[src/rtl/conv_window_fetch.sv]
// rtl/conv_window_fetch.sv - KxK stride-1 window read sequencer for the feature-map buffer
//
// Ports:
//   clk        rising-edge clock
//   rst_n      asynchronous active-low reset
//   start      one-cycle pulse that begins a full map scan (ignored while busy)
//   busy       scan in progress
//   done       one-cycle pulse after the final window is accepted
//   rd_addr    buffer read address (one address per FETCH cycle)
//   rd_data    buffer read data, valid one cycle after rd_addr
//   win_data   packed window, element ky*K+kx in slice [(e+1)*DATA_WIDTH-1 : e*DATA_WIDTH]
//   win_valid  win_data holds a complete window
//   win_ready  consumer accepts the window when win_valid && win_ready
//   win_row    output-row index of the presented window
//   win_col    output-col index of the presented window

module conv_window_fetch #(
    parameter int DATA_WIDTH = 16,
    parameter int ADDR_WIDTH = 13,
    parameter int K          = 5,
    parameter int IMG_W      = 28,
    parameter int IMG_H      = 28,
    parameter int BASE_ADDR  = 0
) (
    input  logic                        clk,
    input  logic                        rst_n,
    input  logic                        start,
    output logic                        busy,
    output logic                        done,
    output logic [ADDR_WIDTH-1:0]       rd_addr,
    input  logic [DATA_WIDTH-1:0]       rd_data,
    output logic [K*K*DATA_WIDTH-1:0]   win_data,
    output logic                        win_valid,
    input  logic                        win_ready,
    output logic [7:0]                  win_row,
    output logic [7:0]                  win_col
);

    localparam int N     = K * K;
    localparam int OUT_W = IMG_W - K + 1;
    localparam int OUT_H = IMG_H - K + 1;
    localparam int AW1   = ADDR_WIDTH + 1;
    localparam int CW    = (K > 1) ? $clog2(K) : 1;
    localparam int EW    = (N > 1) ? $clog2(N) : 1;

    localparam logic [CW-1:0]  K_LAST    = CW'(K - 1);
    localparam logic [7:0]     COL_LAST  = 8'(OUT_W - 1);
    localparam logic [7:0]     ROW_LAST  = 8'(OUT_H - 1);
    localparam logic [AW1-1:0] BASE_A    = AW1'(BASE_ADDR);
    // kx wraps: jump from the window's right edge to the left edge one pixel row down
    localparam logic [AW1-1:0] LINE_STEP = AW1'(IMG_W - K + 1);
    // col wraps: jump from the last window of a row to column 0 of the next row
    localparam logic [AW1-1:0] WRAP_STEP = AW1'(K);
    localparam logic [AW1-1:0] ONE       = AW1'(1);

    if (BASE_ADDR + IMG_W * IMG_H - 1 > (1 << ADDR_WIDTH) - 1) begin : g_addr_check
        $error("conv_window_fetch: feature map does not fit in the buffer address space");
    end
    if (OUT_W > 256 || OUT_H > 256 || OUT_W < 1 || OUT_H < 1) begin : g_dim_check
        $error("conv_window_fetch: output map dimensions out of range");
    end

    typedef enum logic [2:0] {
        S_IDLE,
        S_FETCH,
        S_LAST,
        S_PRESENT,
        S_DONE
    } state_t;

    state_t         state;
    logic [CW-1:0]  kx;
    logic [CW-1:0]  ky;
    logic [EW-1:0]  elem;
    logic [EW-1:0]  cap_idx;
    logic           cap_en;
    logic [7:0]     row;
    logic [7:0]     col;
    logic [AW1-1:0] win_base;    // address of pixel (row, col): top-left of current window
    logic [AW1-1:0] fetch_addr;  // address currently on rd_addr, kept one bit wider
    logic [AW1-1:0] next_fetch;
    logic [AW1-1:0] next_base;

    always_comb begin
        next_fetch = fetch_addr + ((kx == K_LAST) ? LINE_STEP : ONE);
        next_base  = win_base + ((col == COL_LAST) ? WRAP_STEP : ONE);
    end

    assign rd_addr = fetch_addr[ADDR_WIDTH-1:0];
    assign win_row = row;
    assign win_col = col;

    always_ff @(posedge clk or negedge rst_n) begin
        if (!rst_n) begin
            state      <= S_IDLE;
            busy       <= 1'b0;
            done       <= 1'b0;
            win_valid  <= 1'b0;
            win_data   <= '0;
            kx         <= '0;
            ky         <= '0;
            elem       <= '0;
            cap_idx    <= '0;
            cap_en     <= 1'b0;
            row        <= '0;
            col        <= '0;
            win_base   <= '0;
            fetch_addr <= '0;
        end else begin
            // rd_data answers the address issued one cycle earlier, so the
            // element index is delayed by one cycle to pick the slot to fill.
            cap_en  <= (state == S_FETCH);
            cap_idx <= elem;
            if (cap_en) begin
                for (int i = 0; i < N; i++) begin
                    if (cap_idx == EW'(i)) begin
                        win_data[i*DATA_WIDTH +: DATA_WIDTH] <= rd_data;
                    end
                end
            end

            case (state)
                S_IDLE: begin
                    if (start) begin
                        state      <= S_FETCH;
                        busy       <= 1'b1;
                        row        <= '0;
                        col        <= '0;
                        kx         <= '0;
                        ky         <= '0;
                        elem       <= '0;
                        win_base   <= BASE_A;
                        fetch_addr <= BASE_A;
                    end
                end

                S_FETCH: begin
                    if (kx == K_LAST && ky == K_LAST) begin
                        state <= S_LAST;
                    end else begin
                        elem       <= elem + EW'(1);
                        fetch_addr <= next_fetch;
                        if (kx == K_LAST) begin
                            kx <= '0;
                            ky <= ky + CW'(1);
                        end else begin
                            kx <= kx + CW'(1);
                        end
                    end
                end

                S_LAST: begin
                    state     <= S_PRESENT;
                    win_valid <= 1'b1;
                end

                S_PRESENT: begin
                    if (win_ready) begin
                        win_valid <= 1'b0;
                        if (row == ROW_LAST && col == COL_LAST) begin
                            state <= S_DONE;
                            done  <= 1'b1;
                            busy  <= 1'b0;
                        end else begin
                            state      <= S_FETCH;
                            kx         <= '0;
                            ky         <= '0;
                            elem       <= '0;
                            win_base   <= next_base;
                            fetch_addr <= next_base;
                            if (col == COL_LAST) begin
                                col <= '0;
                                row <= row + 8'd1;
                            end else begin
                                col <= col + 8'd1;
                            end
                        end
                    end
                end

                S_DONE: begin
                    state      <= S_IDLE;
                    done       <= 1'b0;
                    fetch_addr <= '0;
                end

                default: begin
                    state <= S_IDLE;
                end
            endcase
        end
    end

endmodule

[config.mk]
export PLATFORM = sky130hd
export DESIGN_NAME = conv_window_fetch
export DESIGN_NICKNAME = d
export VERILOG_FILES = /design/src/rtl/conv_window_fetch.sv
export SDC_FILE = /design/constraint.sdc
export NUM_CORES = 1
export LEC_CHECK = 0
export BUFFER_PORTS_ARGS = -buffer_cell sky130_fd_sc_hd__buf_4
export CAP_MARGIN = 20
export CORE_AREA = 2 2 197 199
export CTS_BUF_LIST = sky130_fd_sc_hd__clkbuf_4
export CTS_CLUSTER_SIZE = 12
export DETAILED_ROUTE_END_ITERATION = 6
export DIE_AREA = 0 0 199 201
export PLACE_DENSITY = 0.77
export SLEW_MARGIN = 20
export SYNTH_ARGS = -nofsm -noshare
export SYNTH_HDL_FRONTEND = slang
export SYNTH_SLANG_ARGS = --single-unit
[constraint.sdc]
create_clock -name clk -period 3.7 [get_ports clk]
set_input_delay 0.185 -clock clk [delete_from_list [all_inputs] [get_ports clk]]
set_output_delay 0.185 -clock clk [all_outputs]
set_load 0.005 [all_outputs]
==> run metrics, run 1 <==
Clock Tree Buf Depth 3; Finished Layout Cells 2408; CP max stage delay 0.52 ns; post-synthesis sequential area ratio 0.622; I/O pins 452; row cnt 72; critical path endpoint category flop; cells after synthesis 1287; largest net degree at the start of global routing 103; Core Util, Final 0.633; Detailed Place HPWL 37.5 mm; DP Cell Count 2199; Slew Limit Headroom 0.287; Pleak 11.4 nW; worst clock skew 0.0536 ns; maximum VDD drop 361 uV; final slew viol count 0; clk sinks 465; clock slew at reported path FFs 0.07 ns; # setup viols final 0; Fin Setup TNS 0 ns; die height 201 um; FFs w/ async S/R, synth 1.00; ys flop type dfrtp_1; via count 13058; Initial Utilization 0.491; synthesized area per cell 14.5 um2; total design power 20.5 mW; crit-path cells ha_1 -> and4bb_2 -> and2_1 -> ha_1 -> a31oi_1 -> o21ai_0 -> a21oi_1 -> o21ba_2 -> o21ai_0; Die ar. 40000 um2; Yosys reg bits 465; global-route wire length before repair 81.2 mm; YS warnings 0; clock root buffer clkbuf_4; GRT Residual Overflow 0; CTS tree built; Setup Buffers After CTS 0; Final period util 0.792; worst slew pin tran 1.07 ns; Nets 1849; average vias per placed instance 5.42; CTS resizes 0; CP Max Fanout 8; layout cells sized above 1 0.567; Distinct cells, synth 65; CP required 4.40 ns; Synth Net Count 1320; total CTS buffers 113; Die W 199 um; initial antenna violation count 1; Synth-to-Final Area Change 29.0%; number of global-route vias before repair 13138; critical path class reg2reg; number of enable flip-flop cells after synthesis 0; status finished clean; RePlAce Congestion 0.891; Max H-tree Level 3; Arrival @ worst endpoint 3.63 ns; final hold vios 0; ANT nets after route 0; startpoint class of the critical path flop; overall routed net length 53.8 mm; Max Cap Viol 0; All-Layer GR Usage 0.271; post-layout min period 2.93 ns; core area 38100 um2; Worst path slowest cell a31oi_1; Buffers on Ports 451; Synth Cell Area 18700 um2; WL/cell 22.3 um; RSZ-0062 raised after global routing no; Residual DRC 0; P per Cell Area 851 nW/um2; first-pass detailed-route iteration total 4; Min-Delay Path Class in2async; worst skew pair latency 0.78 ns; Fmax 0.341 GHz; initial DRC count 698
[state kept, by name, summed over array words and instances, names as in the netlist, 5 cells and up]
register    flops
elem            5
win_base       13
cap_idx         5
win_col         8
win_row         8
win_data      400
fetch_addr     13
[Yosys cell counts (6+ instances only)]
cell type / number / area [um2]
buf_2: 26 / 130
nand2b_1: 6 / 37.5
clkbuf_1: 37 / 139
inv_1: 15 / 56.3
nor2_1: 22 / 82.6
nand3_1: 19 / 95.1
xnor2_1: 8 / 70.1
o31ai_1: 8 / 60.1
a21oi_1: 14 / 70.1
nor3_1: 10 / 50.1
a31oi_1: 7 / 43.8
mux2_2: 402 / 4530
dfrtp_1: 465 / 11600
nand4_1: 15 / 93.8
nand2_1: 54 / 203
buf_4: 17 / 128
ha_1: 13 / 163
o21ai_0: 41 / 205
[stage by stage]
step / cell area (um2) / hold slack [ns] / worst slack (ns)
after floorplan: 18700 / -0.111 / 1.09
final: 24100 / 0.0681 / 0.771
after CTS: 24100 / 0.0294 / 0.852
after detailed placement: 22600 / 0.301 / 0.849
after global placement: 22600 / 0.297 / 0.906
after global routing: 24100 / 0.0701 / 0.581
[cell type report]
type	count	area [um2]
diodes	1	2.50
clock buffers	159	1190
clock inverters	29	145
fillers	2845	14000
inverters	16	60.1
multi-input cells	724	6610
flip-flops and latches	465	11600
well taps	518	648
repair buffers	496	3830
[worst max-delay path, delay by kind of cell, from the launching register on]
family	cells	cell delay (ns)
fa+ha+maj	2	0.61
compound gates	5	1.22
flops	1	0.42
simple gates	2	0.61
[where the power goes]
part           total [mW]  internal [mW]  switching [mW]
registers            8.70           7.33            1.37
logic                7.88           4.69            3.19
clock network        3.95           2.02            1.92
[placed cells by master, fill, tap and decap left out, drive strengths merged, types with 4 or more instances in the layout]
cell and instances:
buf 476, dfrtp 465, mux2 404, clkbuf 159
nand2 57, o21ai 44, clkinv 26, nor2 26
dlygate4sd3 20, nand3 19, inv 16, nand4 15
a21oi 15, nor3 15, ha 13, o31ai 8
xnor2 8, a31oi 7, nand2b 7, nor2b 6
or4 5, xor2 5, nor3b 5, and2 4
o211ai 4, and3 4, a21o 4, o32a 4
nor4 4
[cells by family (layout without fill, tap and decap cells)]
logic type | count (synthesis) | in the layout | share of synthesized area
other | 0 | 1 | 0
buffers and inverters | 98 | 700 | 0.0249
muxes | 405 | 405 | 0.244
DFF | 465 | 465 | 0.622
AOI/OAI and AO/OA | 111 | 111 | 0.0383
adders and majority gates | 13 | 13 | 0.00870
xor gates and xnor gates | 13 | 13 | 0.00609
and+or+nand+nor | 182 | 182 | 0.0558
[path summary, 6_finish.rpt]
kind                       cells past startpoint  slack (ns)                   endpoint                    from
setup / recovery                               9        0.77  fetch_addr[5]$_DFFE_PN0P_  win_col[0]$_DFFE_PN0P_
hold / removal                                 2        0.07  win_data[348]$_DFFE_PN0P_                   rst_n
setup reg to reg                               9        0.77  fetch_addr[5]$_DFFE_PN0P_  win_col[0]$_DFFE_PN0P_
hold reg to reg                                0        0.44       cap_idx[4]$_DFF_PN0_     elem[4]$_DFFE_PN0P_
max in group asynchronous                      3        2.38   win_data[53]$_DFFE_PN0P_                   rst_n
min in group clk                               4        0.30      win_valid$_DFFE_PN0P_               win_ready
[per-layer routing]
layer	vias up	track usage	wire length (um)
met2	513	0.443	26500
met5	-	0	0
met3	114	0.0694	3740
met1	6694	0.330	21100
li1	5737	-	-
met4	0	0.144	2480
[repair_timing]
action                                  in CTS  in global routing
hold buffers                                20                  0
endpoints found under the setup margin       0                  0
hold endpoints to repair                   632                  0
Note: power is estimated with default switching activity, not from simulation.
==> run 2, diff against run 1 <==
==> constraint.sdc (replaced) <==
create_clock -name clk -period 2.7 [get_ports clk]
set_input_delay 0.135 -clock clk [delete_from_list [all_inputs] [get_ports clk]]
set_output_delay 0.135 -clock clk [all_outputs]
set_load 0.005 [all_outputs]
==> run metrics, run 2 (synthesis results as in run 1) <==
status finished clean; clk sinks 465; Die W 199 um; initial antenna violation count 1; CTS tree built; Residual DRC 0; Clock power frac 0.206; Worst path slowest cell dfrtp_1; Hold Path Sink win_valid$_DFFE_PN0P_; initial DRC count 568; most frequent cells in the layout buf_4 (493), dfrtp_1 (465), mux2_2 (402); Synth-to-Final Area Change 31.2%; via count 13297; total CTS buffers 117; Max H-tree Level 3; maximum VDD drop 492 uV; startpoint class of the critical path flop; r2r setup slk 0.13 ns; Clock Tree Buf Depth 3; final hold vios 0; WL/cell 22.6 um; Pleak 11.7 nW; max reg flops 400; Slew Limit Headroom 0.529; reg2reg end fetch_addr[12]$_DFFE_PN0P_; Hold Crit Depth 4; r2r startpoint win_col[1]$_DFFE_PN0P_; # setup viols final 0; largest net degree at the start of global routing 64; post-layout min period 2.57 ns; HP Start win_ready; number of global-route vias before repair 13590; crit-path cells ha_1 -> and4bb_2 -> and2_1 -> ha_4 -> a21o_1 -> nand3_1 -> or3_1 -> a21oi_2 -> a211o_1; Logic pwr share 0.379; total design power 28.8 mW; Detailed Place HPWL 38.3 mm; Max Cap Viol 0; Core Util, Final 0.644; worst slew pin tran 0.702 ns; core area 38100 um2; Buffers on Ports 451; worst clock skew 0.0621 ns; worst skew pair latency 0.79 ns; overall routed net length 55.2 mm; Sequential Power Share 0.416; critical path class reg2reg; Final period util 0.952; layout cells sized above 1 0.581; internal power 19.8 mW; average vias per placed instance 5.44; CP required 3.39 ns; GRT Residual Overflow 0; Min-Delay Path Class in2reg; ANT nets after route 0; Die ar. 40000 um2; final slew viol count 0; die height 201 um; Sw Share 0.312; row cnt 72; Top reg by flops win_data; CP max stage delay 0.41 ns; Fin Setup TNS 0 ns; I/O pins 452; Hold WS 0.239 ns; Arrival @ worst endpoint 3.26 ns; Largest regs win_data: 400 flops, fetch_addr: 13 flops, win_base: 13 flops; Nets 1879; first-pass detailed-route iteration total 5; Fmax 0.389 GHz; clock root buffer clkbuf_4; critical path endpoint category flop; P per Cell Area 1170 nW/um2; All-Layer GR Usage 0.278; Initial Utilization 0.491; CP Max Fanout 5; RSZ-0062 raised after global routing no; most common cell after layout, fill and taps aside buf_4; R2R cell count 9; clock slew at reported path FFs 0.07 ns; RePlAce Congestion 0.875; switching pwr 8.98 mW; global-route wire length before repair 83.6 mm
run 2: cell types whose count changed in the layout (fill, tap and decap cells not counted), sizes merged:
cell         previous run  this run
buf                   476       501
bufinv                  1         3
clkbuf                159       178
inv                    16        15
dlygate4sd3            20        21
clkinvlp                2         0
clkinv                 26        17
run 2: worst max path at each step:
| stage | from | to | slack [ns] |
|---|---|---|---|
| 2_1_floorplan | win_col[0]$_DFFE_PN0P_ | fetch_addr[9]$_DFFE_PN0P_ | 0.09 |
| 3_3_place_gp | win_col[0]$_DFFE_PN0P_ | fetch_addr[9]$_DFFE_PN0P_ | 0.20 |
| 3_5_place_dp | win_col[0]$_DFFE_PN0P_ | fetch_addr[9]$_DFFE_PN0P_ | 0.05 |
| 4_1_cts | win_col[1]$_DFFE_PN0P_ | fetch_addr[9]$_DFFE_PN0P_ | 0.03 |
| 5_1_grt | win_col[1]$_DFFE_PN0P_ | fetch_addr[12]$_DFFE_PN0P_ | 0.04 |
| 6_report | win_col[1]$_DFFE_PN0P_ | fetch_addr[12]$_DFFE_PN0P_ | 0.13 |
run 2: critical path, delay by kind of cell (launching register included):
family / cells / cell delay [ns]
AO/OA/AOI/OAI: 3 / 0.49
flip-flops: 1 / 0.41
adder cells (fa/ha/maj): 2 / 0.56
AND/OR/NAND/NOR: 4 / 1.00
run 2: through the flow:
step	cells	worst slack, ns	instance area, um2
after CTS	2441	0.0274	24500
after global placement	2222	0.204	22800
after global routing	2443	0.0353	24500
after floorplan	1287	0.0887	18700
after detailed placement	2222	0.0538	22800
final	2443	0.130	24500
run 2: power groups by stage:
stage | clock [mW] | combinational [mW] | sequential (mW)
floorplan | 0 | 4.26 | 11.9
global placement | 0 | 10.6 | 11.9
detailed placement | 0 | 10.9 | 12.1
CTS | 6.09 | 10.9 | 11.9
global route | 6.49 | 11.6 | 12.3
finish | 5.91 | 10.9 | 12.0
run 2: final cells by class:
type                            instances  area, um2
Tap cell                              518        648
Clock inverter                         19        150
Multi-Input combinational cell        724       6630
Inverter                               16       60.1
Timing Repair Buffer                  522       4070
Sequential cell                       465      11600
Clock buffer                          178       1340
Antenna cell                            1       2.50
Fill cell                            2881      13600
run 2: timing repair:
action | 4_1_cts | 5_1_grt
hold endpoints to repair | 799 | 0
hold buffers | 22 | 0
gates cloned | 0 | 0
pin swaps | 0 | 1
setup buffers | 0 | 1
endpoints found under the setup margin | 1 | 5
resized for setup | 1 | 3
run 2: metal layers:
| layer | vias up | track usage | part of all wire |
|---|---|---|---|
| met1 | 6859 | 0.333 | 0.38 |
| met5 | - | 0 | 0 |
| met2 | 511 | 0.455 | 0.49 |
| met4 | 0 | 0.157 | 0.051 |
| met3 | 137 | 0.0727 | 0.071 |
| li1 | 5790 | - | - |
